### config.mk
export PLATFORM = sky130hd
export DESIGN_NAME = master_port_flat
export DESIGN_NICKNAME = d
export VERILOG_FILES = /design/src/rtl/master_port_pkg.sv /design/src/rtl/master_port_if.sv /design/src/rtl/piso_sipo_shift.sv /design/src/rtl/master_port.sv /design/src/flat_wrapper.sv
export SDC_FILE = /design/constraint.sdc
export NUM_CORES = 1
export LEC_CHECK = 0
export BUFFER_PORTS_ARGS = -buffer_cell sky130_fd_sc_hd__buf_4
export CORE_AREA = 2 2 85 87
export CTS_CLUSTER_DIAMETER = 50
export DETAILED_ROUTE_END_ITERATION = 8
export DIE_AREA = 0 0 87 89
export PLACE_DENSITY = 0.63
export SLEW_MARGIN = 40
export SYNTH_ARGS = -nofsm -noshare
export SYNTH_HDL_FRONTEND = slang
export SYNTH_SLANG_ARGS = --single-unit
### constraint.sdc
create_clock -name clk -period 2 [get_ports clk]
set_input_delay 0.4 -clock clk [delete_from_list [all_inputs] [get_ports clk]]
set_output_delay 0.4 -clock clk [all_outputs]
set_load 0.02 [all_outputs]
### src/rtl/master_port_pkg.sv
// Shared types and constants for the serial bus initiator port.
package master_port_pkg;

  typedef enum logic [2:0] {
    IDLE,
    ADDR,
    WDATA,
    RWAIT,
    RDATA,
    DONE
  } state_t;

  localparam logic MODE_READ  = 1'b0;
  localparam logic MODE_WRITE = 1'b1;

  localparam int ADDR_WIDTH_DEF = 12;
  localparam int DATA_WIDTH_DEF = 8;
  localparam int TIMEOUT_DEF    = 64;

  function automatic int max3(input int a, input int b, input int c);
    int m;
    m = (a > b) ? a : b;
    return (m > c) ? m : c;
  endfunction

endpackage

### src/rtl/master_port_if.sv
// Local request bus plus serial link signals of the initiator port.
interface master_port_if
  import master_port_pkg::*;
#(
  parameter int ADDR_WIDTH = ADDR_WIDTH_DEF,
  parameter int DATA_WIDTH = DATA_WIDTH_DEF
) ();

  logic                  dreq;
  logic                  dmode;
  logic [ADDR_WIDTH-1:0] daddr;
  logic [DATA_WIDTH-1:0] dwdata;
  logic                  dready;
  logic [DATA_WIDTH-1:0] drdata;
  logic                  drvalid;
  logic                  dack;
  logic                  derr;
  logic                  mwdata;
  logic                  mmode;
  logic                  mvalid;
  logic                  srdata;
  logic                  svalid;

  modport master (
    input  dreq, dmode, daddr, dwdata, srdata, svalid,
    output dready, drdata, drvalid, dack, derr, mwdata, mmode, mvalid
  );

  modport slave (
    output dreq, dmode, daddr, dwdata, srdata, svalid,
    input  dready, drdata, drvalid, dack, derr, mwdata, mmode, mvalid
  );

endinterface

### src/rtl/piso_sipo_shift.sv
// MSB-first shift register: parallel load, serial shift-in at the LSB,
// serial out taken from the MSB.
module piso_sipo_shift #(
  parameter int WIDTH = 8
) (
  input  logic             clk,
  input  logic             rst,
  input  logic             load,
  input  logic [WIDTH-1:0] load_data,
  input  logic             shift,
  input  logic             shift_in,
  output logic [WIDTH-1:0] data
);

  always_ff @(posedge clk) begin
    if (rst) begin
      data <= '0;
    end else if (load) begin
      data <= load_data;
    end else if (shift) begin
      data <= {data[WIDTH-2:0], shift_in};
    end
  end

endmodule

### src/rtl/master_port.sv
// Serial bus initiator: serialises one read/write request, collects the
// read word, and reports completion or a responder timeout.
module master_port
  import master_port_pkg::*;
#(
  parameter int ADDR_WIDTH = ADDR_WIDTH_DEF,
  parameter int DATA_WIDTH = DATA_WIDTH_DEF,
  parameter int TIMEOUT    = TIMEOUT_DEF
) (
  input  logic            clk,
  input  logic            rst,
  master_port_if.master   bus
);

  localparam int TX_W    = ADDR_WIDTH + DATA_WIDTH + 1;
  localparam int CNT_MAX = max3(ADDR_WIDTH, DATA_WIDTH, TIMEOUT);
  localparam int CNT_W   = $clog2(CNT_MAX);

  state_t                state;
  logic [CNT_W-1:0]      cnt;
  logic                  mode_q;
  logic                  dready_q;
  logic                  mvalid_q;
  logic                  mmode_q;
  logic [DATA_WIDTH-1:0] drdata_q;
  logic                  drvalid_q;
  logic                  dack_q;
  logic                  derr_q;

  logic [TX_W-1:0]       tx_data;
  logic [DATA_WIDTH-2:0] rx_data;
  logic                  start;
  logic                  addr_end;
  logic                  tx_last;
  logic                  tx_load;
  logic [TX_W-1:0]       tx_load_data;
  logic                  tx_shift;
  logic                  rx_shift;

  // A marker bit trails the write data, so the final data bit is on the
  // wire exactly when everything below the MSB is the lone marker.
  assign start        = (state == IDLE) && bus.dreq;
  assign addr_end     = (state == ADDR) && (cnt == CNT_W'(ADDR_WIDTH - 1));
  assign tx_last      = (tx_data[TX_W-2:0] == {1'b1, {(TX_W-2){1'b0}}});
  assign tx_load      = start || (addr_end && (mode_q == MODE_READ)) ||
                        ((state == WDATA) && tx_last);
  assign tx_load_data = start ? {bus.daddr,
                                 (bus.dmode == MODE_WRITE) ? bus.dwdata : {DATA_WIDTH{1'b0}},
                                 1'b1}
                              : '0;
  assign tx_shift     = (state == ADDR) || (state == WDATA);
  assign rx_shift     = ((state == RWAIT) || (state == RDATA)) && bus.svalid;

  piso_sipo_shift #(.WIDTH(TX_W)) u_tx (
    .clk       (clk),
    .rst       (rst),
    .load      (tx_load),
    .load_data (tx_load_data),
    .shift     (tx_shift),
    .shift_in  (1'b0),
    .data      (tx_data)
  );

  // Only the first DATA_WIDTH-1 bits are held; the last one goes straight
  // into drdata on the completing edge.
  piso_sipo_shift #(.WIDTH(DATA_WIDTH - 1)) u_rx (
    .clk       (clk),
    .rst       (rst),
    .load      (1'b0),
    .load_data ({(DATA_WIDTH-1){1'b0}}),
    .shift     (rx_shift),
    .shift_in  (bus.srdata),
    .data      (rx_data)
  );

  always_ff @(posedge clk) begin
    if (rst) begin
      state     <= IDLE;
      cnt       <= '0;
      mode_q    <= MODE_READ;
      dready_q  <= 1'b1;
      mvalid_q  <= 1'b0;
      mmode_q   <= 1'b0;
      drdata_q  <= '0;
      drvalid_q <= 1'b0;
      dack_q    <= 1'b0;
      derr_q    <= 1'b0;
    end else begin
      drvalid_q <= 1'b0;
      dack_q    <= 1'b0;
      derr_q    <= 1'b0;
      case (state)
        IDLE: begin
          if (bus.dreq) begin
            mode_q   <= bus.dmode;
            mmode_q  <= bus.dmode;
            mvalid_q <= 1'b1;
            dready_q <= 1'b0;
            cnt      <= '0;
            state    <= ADDR;
          end
        end
        ADDR: begin
          if (addr_end) begin
            cnt <= '0;
            if (mode_q == MODE_WRITE) begin
              state <= WDATA;
            end else begin
              mvalid_q <= 1'b0;
              mmode_q  <= 1'b0;
              state    <= RWAIT;
            end
          end else begin
            cnt <= cnt + CNT_W'(1);
          end
        end
        WDATA: begin
          if (tx_last) begin
            mvalid_q <= 1'b0;
            mmode_q  <= 1'b0;
            dack_q   <= 1'b1;
            state    <= DONE;
          end
        end
        RWAIT: begin
          // A response in the very last wait cycle still wins over the timeout.
          if (bus.svalid) begin
            cnt   <= CNT_W'(1);
            state <= RDATA;
          end else if (cnt == CNT_W'(TIMEOUT - 1)) begin
            dack_q <= 1'b1;
            derr_q <= 1'b1;
            state  <= DONE;
          end else begin
            cnt <= cnt + CNT_W'(1);
          end
        end
        RDATA: begin
          if (!bus.svalid) begin
            dack_q <= 1'b1;
            derr_q <= 1'b1;
            state  <= DONE;
          end else if (cnt == CNT_W'(DATA_WIDTH - 1)) begin
            drdata_q  <= {rx_data, bus.srdata};
            drvalid_q <= 1'b1;
            dack_q    <= 1'b1;
            state     <= DONE;
          end else begin
            cnt <= cnt + CNT_W'(1);
          end
        end
        DONE: begin
          cnt      <= '0;
          dready_q <= 1'b1;
          state    <= IDLE;
        end
        default: state <= IDLE;
      endcase
    end
  end

  assign bus.dready  = dready_q;
  assign bus.drdata  = drdata_q;
  assign bus.drvalid = drvalid_q;
  assign bus.dack    = dack_q;
  assign bus.derr    = derr_q;
  assign bus.mwdata  = tx_data[TX_W-1];
  assign bus.mmode   = mmode_q;
  assign bus.mvalid  = mvalid_q;

endmodule

### src/flat_wrapper.sv
// flat-port wrapper written by rule: the top's interface ports become plain ports
module master_port_flat import master_port_pkg::*;
#(
  parameter int ADDR_WIDTH = ADDR_WIDTH_DEF,
  parameter int DATA_WIDTH = DATA_WIDTH_DEF,
  parameter int TIMEOUT    = TIMEOUT_DEF
)
  (clk, rst, bus_dreq, bus_dmode, bus_daddr, bus_dwdata, bus_srdata, bus_svalid, bus_dready, bus_drdata, bus_drvalid, bus_dack, bus_derr, bus_mwdata, bus_mmode, bus_mvalid);
  master_port_if #(.ADDR_WIDTH(ADDR_WIDTH), .DATA_WIDTH(DATA_WIDTH)) bus_i ();
  input  logic clk;
  input  logic rst;
  input wire logic [$bits(bus_i.dreq)-1:0] bus_dreq;
  input wire logic [$bits(bus_i.dmode)-1:0] bus_dmode;
  input wire logic [$bits(bus_i.daddr)-1:0] bus_daddr;
  input wire logic [$bits(bus_i.dwdata)-1:0] bus_dwdata;
  input wire logic [$bits(bus_i.srdata)-1:0] bus_srdata;
  input wire logic [$bits(bus_i.svalid)-1:0] bus_svalid;
  output wire logic [$bits(bus_i.dready)-1:0] bus_dready;
  output wire logic [$bits(bus_i.drdata)-1:0] bus_drdata;
  output wire logic [$bits(bus_i.drvalid)-1:0] bus_drvalid;
  output wire logic [$bits(bus_i.dack)-1:0] bus_dack;
  output wire logic [$bits(bus_i.derr)-1:0] bus_derr;
  output wire logic [$bits(bus_i.mwdata)-1:0] bus_mwdata;
  output wire logic [$bits(bus_i.mmode)-1:0] bus_mmode;
  output wire logic [$bits(bus_i.mvalid)-1:0] bus_mvalid;
  assign bus_i.dreq = bus_dreq;
  assign bus_i.dmode = bus_dmode;
  assign bus_i.daddr = bus_daddr;
  assign bus_i.dwdata = bus_dwdata;
  assign bus_i.srdata = bus_srdata;
  assign bus_i.svalid = bus_svalid;
  assign bus_dready = bus_i.dready;
  assign bus_drdata = bus_i.drdata;
  assign bus_drvalid = bus_i.drvalid;
  assign bus_dack = bus_i.dack;
  assign bus_derr = bus_i.derr;
  assign bus_mwdata = bus_i.mwdata;
  assign bus_mmode = bus_i.mmode;
  assign bus_mvalid = bus_i.mvalid;
  master_port #(.ADDR_WIDTH(ADDR_WIDTH), .DATA_WIDTH(DATA_WIDTH), .TIMEOUT(TIMEOUT)) u_core (.clk(clk), .rst(rst), .bus(bus_i));
endmodule
==> Word-level counts from Yosys, hierarchy flattened <==
Cells that the tools add are included.
{ "op_classes": {"n_addsub": 1, "n_eq_ne": 18, "mux": 37, "n_bitwise": 3, "n_reduce_logical": 21} }
{ "op_table": {"columns": ["cell", "n"], "rows": [
  ["$mux 21", 3],
  ["$mux 6", 6],
  ["$pmux 6 s5", 1],
  ["$mux 3", 7],
  ["$eq 20x20->1 const B", 1],
  ["$pmux 3 s5", 1],
  ["$reduce_and 5->1", 3],
  ["$mux 1", 13],
  ["$ne 3x3->1 const B", 3],
  ["$pmux 1 s3", 3],
  ["$mux 8", 1],
  ["$ne 2x2->1 const B", 4],
  ["$add 6x1->6 const B", 1],
  ["$eq 3x2->1 const B", 2],
  ["$eq 3x3->1 const B", 2],
  ["$eq 6x3->1 const B", 1],
  ["$eq 6x4->1 const B", 1],
  ["$eq 6x6->1 const B", 1],
  ["$logic_and 1x1->1", 5],
  ["$reduce_bool 5->1", 1],
  ["$logic_or 1x1->1", 4],
  ["$ne 2x1->1 const B", 2],
  ["$pmux 1 s2", 2],
  ["$reduce_and 2->1", 2],
  ["7 further kinds", 10]
]} }
{ "word_totals": {"regBits": 52, "inputBits": 26, "out_inout_bits": 15, "wordCells": 92} }

==> Logic depth before layout (Yosys ltp) <==
{ "depth": {"ltp_word": 6, "ltp_mapped": 8, "depth_no_buf": 6} }

==> By module <==
From an unflattened synthesis, not the netlist that was laid out.
{ "hier_totals": {"cells_unflattened": 296, "hier_area_um2": 2727.6} }
{ "by_module_without_submodules": {"columns": ["module", "instances", "cells_per_inst", "area_per_inst_um2"], "rows": [
  ["master_port", 1, 172, 1408.9],
  ["piso_sipo_shift at u_core.u_tx", 1, 94, 997.2],
  ["piso_sipo_shift at u_core.u_rx", 1, 30, 321.6]
]} }

==> Worst setup path before layout <==
No wires, ideal clock.
{ "synth_timing": {"path_type": "reg2reg", "from": "reg u_core.cnt[0]", "to": "reg u_core.cnt[3]", "setup_ns": 0.088, "arrival_ns": 1.729, "t_required_ns": 1.912, "slack_ns": 0.183, "stages_incl_launch_ff": 7, "path_buffers": 0, "path_cell_list": "dfxtp_1 ha_1 or3b_4 o31ai_4 a22oi_2 a21boi_1 o32ai_2"} }
{ "synth_between": {"elab_chain_len": 4, "word_cells_on_any_way": 14, "classes_between": "add/sub (1); eq/ne (5); mux (6); reduce/logical (2)"} }
{ "synth_rtl": {"columns": ["item", "line_no", "rtl"], "rows": [
  ["start: declaration", "master_port.sv:20", "logic [CNT_W-1:0] cnt;"],
  ["start signal: assignment", "master_port.sv:114", "cnt <= cnt + CNT_W'(1);"],
  ["start signal: assignment", "master_port.sv:135", "cnt <= cnt + CNT_W'(1);"],
  ["start signal: assignment", "master_port.sv:149", "cnt <= cnt + CNT_W'(1);"],
  ["$add 6x1->6 / $eq 6x4->1 (equally long branches)", null, null],
  ["$mux 6 (tied with other cells)", "master_port.sv:143", "end else if (cnt == CNT_W'(DATA_WIDTH - 1)) begin"],
  ["$mux 6, on equally long branches", "master_port.sv:139, master_port.sv:104, master_port.sv:127", null],
  ["$pmux 6 s5", "master_port.sv:92", "case (state)"]
]} }
Parallel ways exist; a longest one is shown, timed or not. The select of a mux whose other input is x is not followed.
A chain may end at the register's enable or synchronous reset.

==> Worst setup path after layout <==
{ "layout_timing": {"from": "reg u_core.cnt[0]", "to": "reg u_core.cnt[4]"} }
Same word-level chain as after synthesis.

==> reports/results.txt <==
Post-synth net total: 303
Fill cells: 636
Final Skew: 9.685 ps
Clk_lat worst skew: 310 ps
Cts hold-fix bufs: 0
Setup violation total in the final timing report: 0
Vias in the first global route: 2122
DR vias: 2254
Post-synth EDFFs: 0
Synth cell types: 49
Max-cap violations: 0
Die height: 89 um
Non-filler cells, final: 400
Die W: 87 um
Post-DP HPWL: 4269 um
Dominant synthesized flop cell: dfxtp_1
Nets: 346
Worst hold margin: 335.2 ps
CP max stage cell: or3b_4
Final WL: 6092 um
Clock Pin Slew Worst Setup and Hold Paths: 100 ps
Fin crit share: 0.9353
Clock buffer count from CTS: 5
Ant. Diodes: 0
Largest net degree at the start of global routing: 22
Initial Utilization: 0.3685
Status: complete, no violations
Internal power: 2.324 mW
Critical path buffer and inverter count: 0
First-pass GRT wire length: 9956 um
Layout cells sized above 1: 0.2625
Critical Path RT: 2200 ps
Synth area leader: dfxtp_1
Cells after synthesis: 276
Max Buffers Root-to-Sink: 2
Crit path cell chain: ha_4 > or3b_4 > o211ai_1 > nand2_1 > a21boi_1 > o32ai_2
Startpoint types: register
Cell Area, Placed: 2897 sq um
Postcts setup bufs: 0
Synthesized cell area: 2476 sq um
Die area: 7743 sq um
Via density: 5.635
Post-synth top cells: dfxtp_1 (52), a21oi_1 (28), nand2_1 (26)
FF+latch count, synth: 52
Clock sink count: 52
CP Class: register to register
Detailed Routing Iterations Pass 1: 4
Layout area overhead: 22.89%
Layout Utilization: 0.4529
RSZ-0062 raised after global routing: no
Switching share of power: 0.3919
CP peak stage delay: 430 ps
CTS tree: yes
IO Pins: 41
Wire length on met2: 3062 um
Net Sw Power: 1.498 mW
Worst-path maximum fanout: 6
DRC Markers: 0
Mean post-synth cell area: 8.971 sq um
Worst slew margin: 0.6454
IO buf count: 40
Hold Path Class: input port to register
Pwr/cell area: 1256 nW/um^2
Synthesis Warnings: 0
Root Buffer: clkbuf_8
Top Layer Used: met4
CTS H-tree depth: 2
Fmax: 534.6 MHz
Global route total overflow: 0
M1 WL: 2736 um
Cells after DPL: 391
Global router's overall resource usage: 0.1617
Post-route ant nets: 0
Post-Place Setup Slack: 22.58 ps
Initial antenna violation count: 0
Count leader, synth: dfxtp_1
Top post-synthesis cells by area: dfxtp_1 (42%), mux2i_1 (6.5%), a21oi_1 (5.7%), o221ai_1 (4.6%), nand2_1 (3.9%)
Sequential area share after synthesis: 0.4204
Worst slew pin tran: 526.3 ps
Final hold violations: 0
Core ar.: 6719 sq um
Clock share of power: 0.195
Final Critical Period: 1871 ps
Worst VDD drop: 0.0005476 V
WP data arrival: 2070 ps
CP top delay family: simple AND/OR/NAND/NOR gates
Slew Viols, Final: 0
Iter 0 DRT Violations: 114
CP endpoint kind: register
Met3 Wirelength: 226 um
Row cnt: 30
Sequential share of power: 0.364
Comb power frac: 0.442
Layout Cell Area excl Fill: 3043 sq um
Synth top area share: 0.4204
Leak Pwr: 1.245 nW
Asr flop ratio synth: 0
Fin Setup TNS: 0 ps
Fin worst setup slack: 129.5 ps
GP Congestion: 0.8509
Drt wl/cell: 15.23 um
Tot Pwr: 3.822 mW
## what timing repair did
action,4_1_cts,5_1_grt
setup endpoints to repair,1,17
gates resized for setup,1,5
cloned,0,1
pin swaps,0,2
## sequential cells by signal, summed over array words and instances (netlist names)
register / flops
u_core.u_tx.data: 21
u_core.bus.drdata: 8
u_core.u_rx.data: 7
u_core.cnt: 6
u_core.state: 3
u_core.bus.dack: 1
u_core.bus.derr: 1
u_core.bus.dready: 1
u_core.bus.drvalid: 1
u_core.bus.mmode: 1
u_core.bus.mvalid: 1
u_core.mode_q: 1
## worst min-delay path: cells and delay by family
| kind | cells | cell delay (ps) |
|---|---|---|
| multiplexers | 1 | 50 |
| buffers and inverters | 1 | 80 |
| AND/OR/NAND/NOR | 1 | 70 |
## power groups by stage
| stage | Sequential, mW | Clock (mW) | Combinational, mW |
|---|---|---|---|
| after detailed placement | 1.40 | 0 | 1.66 |
| after floorplan | 1.39 | 0 | 1.22 |
| after global placement | 1.40 | 0 | 1.64 |
| after global routing | 1.42 | 0.801 | 1.88 |
| final | 1.39 | 0.744 | 1.69 |
| after CTS | 1.38 | 0.764 | 1.67 |
## layout by cell type, fill, tap and decap left out, types with 3 or more instances in the layout
cell | Yosys | layout
o32ai_2 | 3 | 3
nand2_2 | 3 | 3
inv_1 | 7 | 7
dfxtp_1 | 52 | 50
a21boi_1 | 4 | 4
nor4_1 | 4 | 4
nand4_1 | 4 | 4
a21oi_1 | 28 | 28
a211oi_1 | 3 | 3
o21ai_0 | 10 | 10
a31oi_1 | 3 | 3
nand3b_1 | 6 | 6
buf_4 | 1 | 53
nor2_1 | 21 | 21
nand2b_1 | 6 | 6
o221ai_1 | 13 | 13
nand3_1 | 10 | 10
a32oi_1 | 5 | 5
nand2_1 | 26 | 26
clkbuf_8 | 0 | 5
mux2i_1 | 16 | 16
## final cells by class
cell class                 instances  area [sq um]  share of cell area
inverter                           7         26.28            0.008635
tap                               80         100.1             0.03289
clock inverter                     3         46.29             0.01521
multi-input combinational        199          1340              0.4404
clock buffer                       5         68.82             0.02262
timing repair buffer              54         417.9              0.1373
sequential                        52          1044              0.3429
## routing by layer
metal,up-vias,track usage
li1,1115,-
met1,1080,0.2121
met2,53,0.2672
met3,6,0.03324
met4,0,0.05256
met5,-,0
## kinds of logic (layout without fill, tap and decap cells)
kind of cell,count (synthesis),after routing,share of synthesized area
flops,52,52,0.4204
simple gates,98,98,0.2158
compound gates,83,84,0.2441
fa+ha+maj,1,1,0.005052
mux,16,16,0.06468
buf+inv,26,69,0.05003
## final timing paths
path                                         from                   end  slack (ps)  cells past startpoint
worst max register to register      u_core.cnt[0]         u_core.cnt[4]         130                      6
worst max-delay path                u_core.cnt[0]         u_core.cnt[4]         130                      6
worst min register to register  u_core.bus.mvalid     u_core.bus.mvalid         460                      2
worst min-delay path                   bus_srdata  u_core.bus.drdata[0]         340                      3
Power figures use the tool's default switching activity.
